### config.mk
export PLATFORM = sky130hd
export DESIGN_NAME = inst_encoder_3r
export DESIGN_NICKNAME = d
export VERILOG_FILES = /design/src/rtl/inst_encoder_3r.sv
export SDC_FILE = /design/constraint.sdc
export NUM_CORES = 1
export LEC_CHECK = 0
export CORE_AREA = 2 2 89 91
export CTS_BUF_LIST = sky130_fd_sc_hd__clkbuf_4 sky130_fd_sc_hd__clkbuf_8 sky130_fd_sc_hd__clkbuf_16
export CTS_CLUSTER_SIZE = 20
export DETAILED_ROUTE_END_ITERATION = 8
export DIE_AREA = 0 0 91 93
export PLACE_DENSITY = 0.8
export RECOVER_POWER = 100
export SLEW_MARGIN = 30
export SYNTH_ARGS = -nofsm -noshare
export SYNTH_HDL_FRONTEND = slang
export SYNTH_SLANG_ARGS = --single-unit
### constraint.sdc
create_clock -name clk -period 1.82 [get_ports clk]
set_input_delay 0.273 -clock clk [delete_from_list [all_inputs] [get_ports clk]]
set_output_delay 0.273 -clock clk [all_outputs]
set_load 0.05 [all_outputs]
### src/rtl/inst_encoder_3r.sv
// ============================================================================
//  inst_encoder_3r
//  Encodes LoongArch 3R-format (plus shift-imm, BREAK, SYSCALL) instructions
//  from internal op codes, delivered through a 2-entry valid/ready skid buffer.
//  Revision: 1.0 - initial release
// ============================================================================
`default_nettype none

module inst_encoder_3r #(
  parameter int ERR_CNT_W = 16
) (
  input  logic                 clk,
  input  logic                 resetn,
  input  logic                 flush,
  input  logic                 in_valid,
  output logic                 in_ready,
  input  logic [7:0]           in_op,
  input  logic [4:0]           in_rd,
  input  logic [4:0]           in_rj,
  input  logic [4:0]           in_rk,
  output logic                 out_valid,
  input  logic                 out_ready,
  output logic [31:0]          out_inst,
  output logic                 err_invalid,
  output logic [ERR_CNT_W-1:0] err_cnt
);

  // Internal op codes shared with the decode path
  localparam logic [7:0] OP_INVALID = 8'd0;
  localparam logic [7:0] OP_ADD     = 8'd1;
  localparam logic [7:0] OP_SUB     = 8'd2;
  localparam logic [7:0] OP_SLT     = 8'd3;
  localparam logic [7:0] OP_SLTU    = 8'd4;
  localparam logic [7:0] OP_NOR     = 8'd5;
  localparam logic [7:0] OP_AND     = 8'd6;
  localparam logic [7:0] OP_OR      = 8'd7;
  localparam logic [7:0] OP_XOR     = 8'd8;
  localparam logic [7:0] OP_SLL     = 8'd9;
  localparam logic [7:0] OP_SRL     = 8'd10;
  localparam logic [7:0] OP_SRA     = 8'd11;
  localparam logic [7:0] OP_MUL     = 8'd12;
  localparam logic [7:0] OP_MULH    = 8'd13;
  localparam logic [7:0] OP_MULHU   = 8'd14;
  localparam logic [7:0] OP_DIV     = 8'd15;
  localparam logic [7:0] OP_MOD     = 8'd16;
  localparam logic [7:0] OP_DIVU    = 8'd17;
  localparam logic [7:0] OP_MODU    = 8'd18;
  localparam logic [7:0] OP_BREAK   = 8'd19;
  localparam logic [7:0] OP_SYSCALL = 8'd20;
  localparam logic [7:0] OP_SLLI    = 8'd21;
  localparam logic [7:0] OP_SRLI    = 8'd22;
  localparam logic [7:0] OP_SRAI    = 8'd23;

  logic [1:0]           cnt_q, cnt_d;
  logic [31:0]          ent0_q, ent0_d;
  logic [31:0]          ent1_q, ent1_d;
  logic                 in_ready_q;
  logic                 err_invalid_q;
  logic [ERR_CNT_W-1:0] err_cnt_q, err_cnt_d;

  logic [7:0]  opf_w;
  logic        op_ok_w;
  logic [31:0] enc_w;
  logic        accept_w, push_w, pop_w, drop_w;

  always_comb begin
    opf_w   = 8'h00;
    op_ok_w = 1'b1;
    case (in_op)
      OP_ADD:     opf_w = 8'h20;
      OP_SUB:     opf_w = 8'h22;
      OP_SLT:     opf_w = 8'h24;
      OP_SLTU:    opf_w = 8'h25;
      OP_NOR:     opf_w = 8'h28;
      OP_AND:     opf_w = 8'h29;
      OP_OR:      opf_w = 8'h2A;
      OP_XOR:     opf_w = 8'h2B;
      OP_SLL:     opf_w = 8'h2E;
      OP_SRL:     opf_w = 8'h2F;
      OP_SRA:     opf_w = 8'h30;
      OP_MUL:     opf_w = 8'h38;
      OP_MULH:    opf_w = 8'h39;
      OP_MULHU:   opf_w = 8'h3A;
      OP_DIV:     opf_w = 8'h40;
      OP_MOD:     opf_w = 8'h41;
      OP_DIVU:    opf_w = 8'h42;
      OP_MODU:    opf_w = 8'h43;
      OP_BREAK:   opf_w = 8'h54;
      OP_SYSCALL: opf_w = 8'h56;
      OP_SLLI:    opf_w = 8'h81;
      OP_SRLI:    opf_w = 8'h89;
      OP_SRAI:    opf_w = 8'h91;
      OP_INVALID: op_ok_w = 1'b0;
      default:    op_ok_w = 1'b0;
    endcase
  end

  assign enc_w    = {9'b0, opf_w, in_rk, in_rj, in_rd};
  assign accept_w = in_valid & in_ready_q;
  assign push_w   = accept_w & op_ok_w;
  assign drop_w   = accept_w & ~op_ok_w;
  assign pop_w    = (cnt_q != 2'd0) & out_ready;

  // Entry 0 is always the head; a pop shifts entry 1 down.
  always_comb begin
    cnt_d  = cnt_q;
    ent0_d = ent0_q;
    ent1_d = ent1_q;
    if (flush) begin
      cnt_d = 2'd0;
    end else if (push_w && pop_w) begin
      ent0_d = enc_w;
    end else if (push_w) begin
      if (cnt_q == 2'd0) ent0_d = enc_w;
      else               ent1_d = enc_w;
      cnt_d = cnt_q + 2'd1;
    end else if (pop_w) begin
      ent0_d = ent1_q;
      cnt_d  = cnt_q - 2'd1;
    end
  end

  always_comb begin
    err_cnt_d = err_cnt_q;
    if (drop_w && !(&err_cnt_q)) err_cnt_d = err_cnt_q + 1'b1;
  end

  always_ff @(posedge clk or negedge resetn) begin
    if (!resetn) begin
      cnt_q         <= 2'd0;
      ent0_q        <= 32'h0;
      ent1_q        <= 32'h0;
      in_ready_q    <= 1'b0;
      err_invalid_q <= 1'b0;
      err_cnt_q     <= '0;
    end else begin
      cnt_q         <= cnt_d;
      ent0_q        <= ent0_d;
      ent1_q        <= ent1_d;
      in_ready_q    <= (cnt_d != 2'd2);
      err_invalid_q <= drop_w;
      err_cnt_q     <= err_cnt_d;
    end
  end

  assign in_ready    = in_ready_q;
  assign out_valid   = (cnt_q != 2'd0);
  assign out_inst    = ent0_q;
  assign err_invalid = err_invalid_q;
  assign err_cnt     = err_cnt_q;

endmodule

`default_nettype wire

==> impl_metrics.sql <==
INSERT INTO impl_metrics (metric_group, metric, value, unit) VALUES
('min_path', 'hold_start', 'in_rj[0]', ''),
('worst_setup_path', 'worstPathRequired', '1550', 'ps'),
('sta', 'max_slew_margin', '39.6', '%'),
('logic_synthesis', 'synth-simple-area-share', '19.4', '%'),
('cts', 'cts_tree', 'built', ''),
('place', 'dpl_worst_slack', '-619', 'ps'),
('worst_setup_path', 'worst_r2r_startpoint', 'cnt_q[1]$_DFF_PN0_', ''),
('global_routing', 'globalRoute.totalOverflow', '0', ''),
('power_and_ir_drop', 'p_int', '0.00345', 'W'),
('logic_synthesis', 'syn_avg_cell_area', '9.58', 'µm²'),
('logic_synthesis', 'yosys-mux-area-fraction', '6.26', '%'),
('outcome', 'run_status', 'finished clean', ''),
('logic_synthesis', 'synth_enable_flop_cells', '0', ''),
('worst_setup_path', 'critical_path_buf_inv_count', '1', ''),
('floorplanning', 'dieArea', '8460', 'µm²'),
('logic_synthesis', 'ys_types', '48', ''),
('cts', 'clock_sink_count', '66', ''),
('flow_run', 'max-cap-violations', '0', ''),
('worst_setup_path', 'crit_chain', 'clkdlybuf4s50_1', ''),
('power_and_ir_drop', 'power.total', '0.00629', 'W'),
('global_routing', 'grt_max_degree', '67', ''),
('cts', 'clock_tree.buffer_depth', '2', ''),
('global_routing', 'first_pass_grt_wire_length', '14800', 'µm'),
('sta', 'finalHoldViolCount', '0', ''),
('global_routing', 'global_route.usage.met1', '26.9', '%'),
('sta', 'fin_worst_skew', '14.3', 'ps'),
('worst_setup_path', 'critical-path-top-delay-family', 'buffers and inverters', ''),
('logic_synthesis', 'cell_area_synth', '3280', 'µm²'),
('sta', 'max_slew.worst_pin.slew', '906', 'ps'),
('cts', 'cts.root.buffer_cell', 'clkbuf_8', ''),
('detailed_routing', 'remaining_number_of_nets_flagged_by_the_antenna_check_after_routing', '0', ''),
('sta', 'timing.final.ws_setup', '39.8', 'ps'),
('sta', 'grt_setup_unrepaired', 'false', ''),
('sta', 'slew_viol_final', '0', ''),
('power_and_ir_drop', 'power.switching', '0.00284', 'W'),
('layout', 'post_route_cells_drive_above_1_share', '24.2', '%'),
('cts', 'clock_insertion_delay_worst_skew', '350', 'ps'),
('sta', 'totalNegativeSetupSlack', '0', 'ps'),
('worst_setup_path', 'crit_path_start', 'out_inst[14]$_DFFE_PN0P_', ''),
('place', 'numPlacedInstances', '532', ''),
('global_routing', 'grtUsageMet3', '4.59', '%'),
('global_routing', 'grt_antenna_before_repair', '0', ''),
('floorplanning', 'core_region', '7530', 'µm²'),
('power_and_ir_drop', 'power_density', '1350', 'nW/µm²'),
('logic_synthesis', 'synth_top_family_by_area', 'simple AND/OR/NAND/NOR gates', ''),
('detailed_routing', 'drt_first_pass_iters', '4', ''),
('sta', 'finish_stage_setup_viols', '0', ''),
('power_and_ir_drop', 'ir_worst_vdd', '0.00113', 'V'),
('layout', 'n_antenna_cell', '0', ''),
('floorplanning', 'boundaryPins', '79', ''),
('power_and_ir_drop', 'leakagePower', '2.19', 'nW'),
('worst_setup_path', 'timing.critical_path.from_type', 'flip-flop', ''),
('floorplanning', 'vertical_extent_of_the_die', '93', 'µm'),
('worst_setup_path', 'cp_slowest_stage_delay', '800', 'ps'),
('global_routing', 'first_global_vias', '3050', ''),
('global_routing', 'grtUsageMet2', '38.1', '%'),
('logic_synthesis', 'synth_cells', '342', ''),
('logic_synthesis', 'synth.yosys.seq_area_share', '50.4', '%'),
('logic_synthesis', 'synth-compound-area-share', '11.8', '%'),
('global_routing', 'track_usage', '22.0', '%'),
('worst_setup_path', 'slowest_stage', 'clkdlybuf4s50_1', ''),
('sta', 'timing.hold.ws', '473', 'ps'),
('global_routing', 'global_route.peak_usage_layer', 'met2', ''),
('worst_setup_path', 'critPathMaxFanout', '2', ''),
('sta', 'timing.fmax', '562', 'MHz'),
('floorplanning', 'fp.dieW', '91', 'µm'),
('layout', 'area_overhead_of_the_layout_relative_to_synthesis', '42.3', '%'),
('cts', 'cts_buffers', '9', ''),
('worst_setup_path', 'timing_worst_setup_path_type', 'reg -> out', ''),
('logic_synthesis', 'synth-seq-cells', '66', ''),
('detailed_routing', 'post_drt_wl_per_cell', '15.9', 'µm');
[synth_stat cells, types with 2 or more instances]
cell	instances	share of area, %
nand3_1	3	0.46
and2_1	3	0.57
o21ai_1	4	0.61
a32oi_1	2	0.53
buf_2	4	0.61
nor2b_1	5	0.95
nor3_1	4	0.61
mux2i_1	16	4.9
a21o_1	2	0.46
ha_1	2	0.76
o211ai_1	5	1.1
nand4_1	11	2.1
mux2_2	3	1.0
buf_4	13	3.0
inv_1	9	1.0
or3_1	2	0.38
xnor2_1	15	4.0
and3_1	5	0.95
o31ai_1	4	0.92
nand2_1	71	8.1
o21a_1	3	0.69
a21oi_1	21	3.2
nor2_1	26	3.0
dfrtp_1	66	50
nand2b_1	2	0.38
clkbuf_1	11	1.3
xor2_1	5	1.3
o21ai_0	5	0.76
[cells by family (layout without fill, tap and decap cells)]
kind of cell    count (synthesis)  after routing
fa+ha+maj                       2              2
mux                            20             20
xor+xnor                       20             20
other cells                     1              9
compound gates                 57             59
flops                          66             66
buf+inv                        37            146
simple gates                  139            141
[cell type report]
| class | instances | area, µm² |
|---|---|---|
| Sequential cell | 66 | 1660 |
| Clock inverter | 6 | 70.1 |
| Multi-Input combinational cell | 251 | 1620 |
| Timing Repair Buffer | 121 | 1010 |
| Inverter | 9 | 33.8 |
| Tap cell | 102 | 128 |
| Fill cell | 675 | 2870 |
| Clock buffer | 10 | 138 |
[power by group through the flow]
stage          logic (W)  registers (W)  clock network (W)
6_report         0.00287        0.00213            0.00129
5_1_grt          0.00306        0.00218            0.00138
4_1_cts          0.00306        0.00215            0.00132
3_5_place_dp     0.00292        0.00217                  0
3_3_place_gp     0.00285        0.00215                  0
2_1_floorplan   0.000789        0.00325                  0
[registers in the layout, indices dropped and copies added, names as in the netlist]
| name | flops |
|---|---|
| err_invalid | 1 |
| ent1_q | 23 |
| cnt_q | 2 |
| out_inst | 23 |
| err_cnt | 16 |
| in_ready | 1 |
[through the flow]
stage,utilization [%],area [µm²]
after detailed placement,57.8,4350
after CTS,63.7,4790
after global placement,57.8,4350
final,61.9,4660
after global routing,61.9,4660
after floorplan,-,3410
[what timing repair did]
action	4_1_cts	5_1_grt
hold buffers	1	0
gates cloned	7	0
endpoints found under the hold margin	66	0
pin swaps	9	4
gates resized for setup	22	23
setup buffers	7	2
setup endpoints to repair	67	47
[metal layers]
metal | share of wire (%) | wire (µm) | vias to the layer above
met1 | 42 | 3800 | 1473
met2 | 52 | 4650 | 81
met5 | 0 | 0 | -
met4 | 1.9 | 174 | 0
li1 | - | - | 1398
met3 | 4.3 | 390 | 14
[worst paths after layout]
path / depth (start not counted) / slack [ps] / end
worst min-delay path: 3 / 470 / ent1_q[5]$_DFFE_PN0P_
worst max-delay path: 1 / 40 / out_inst[14]
worst min register to register: 2 / 480 / ent1_q[2]$_DFFE_PN0P_
max in group asynchronous: 3 / 460 / err_cnt[0]$_DFFE_PN0P_
min in group asynchronous: 3 / 730 / cnt_q[0]$_DFF_PN0_
worst max register to register: 6 / 80 / out_inst[15]$_DFFE_PN0P_
(Power assumes the default switching activity.)
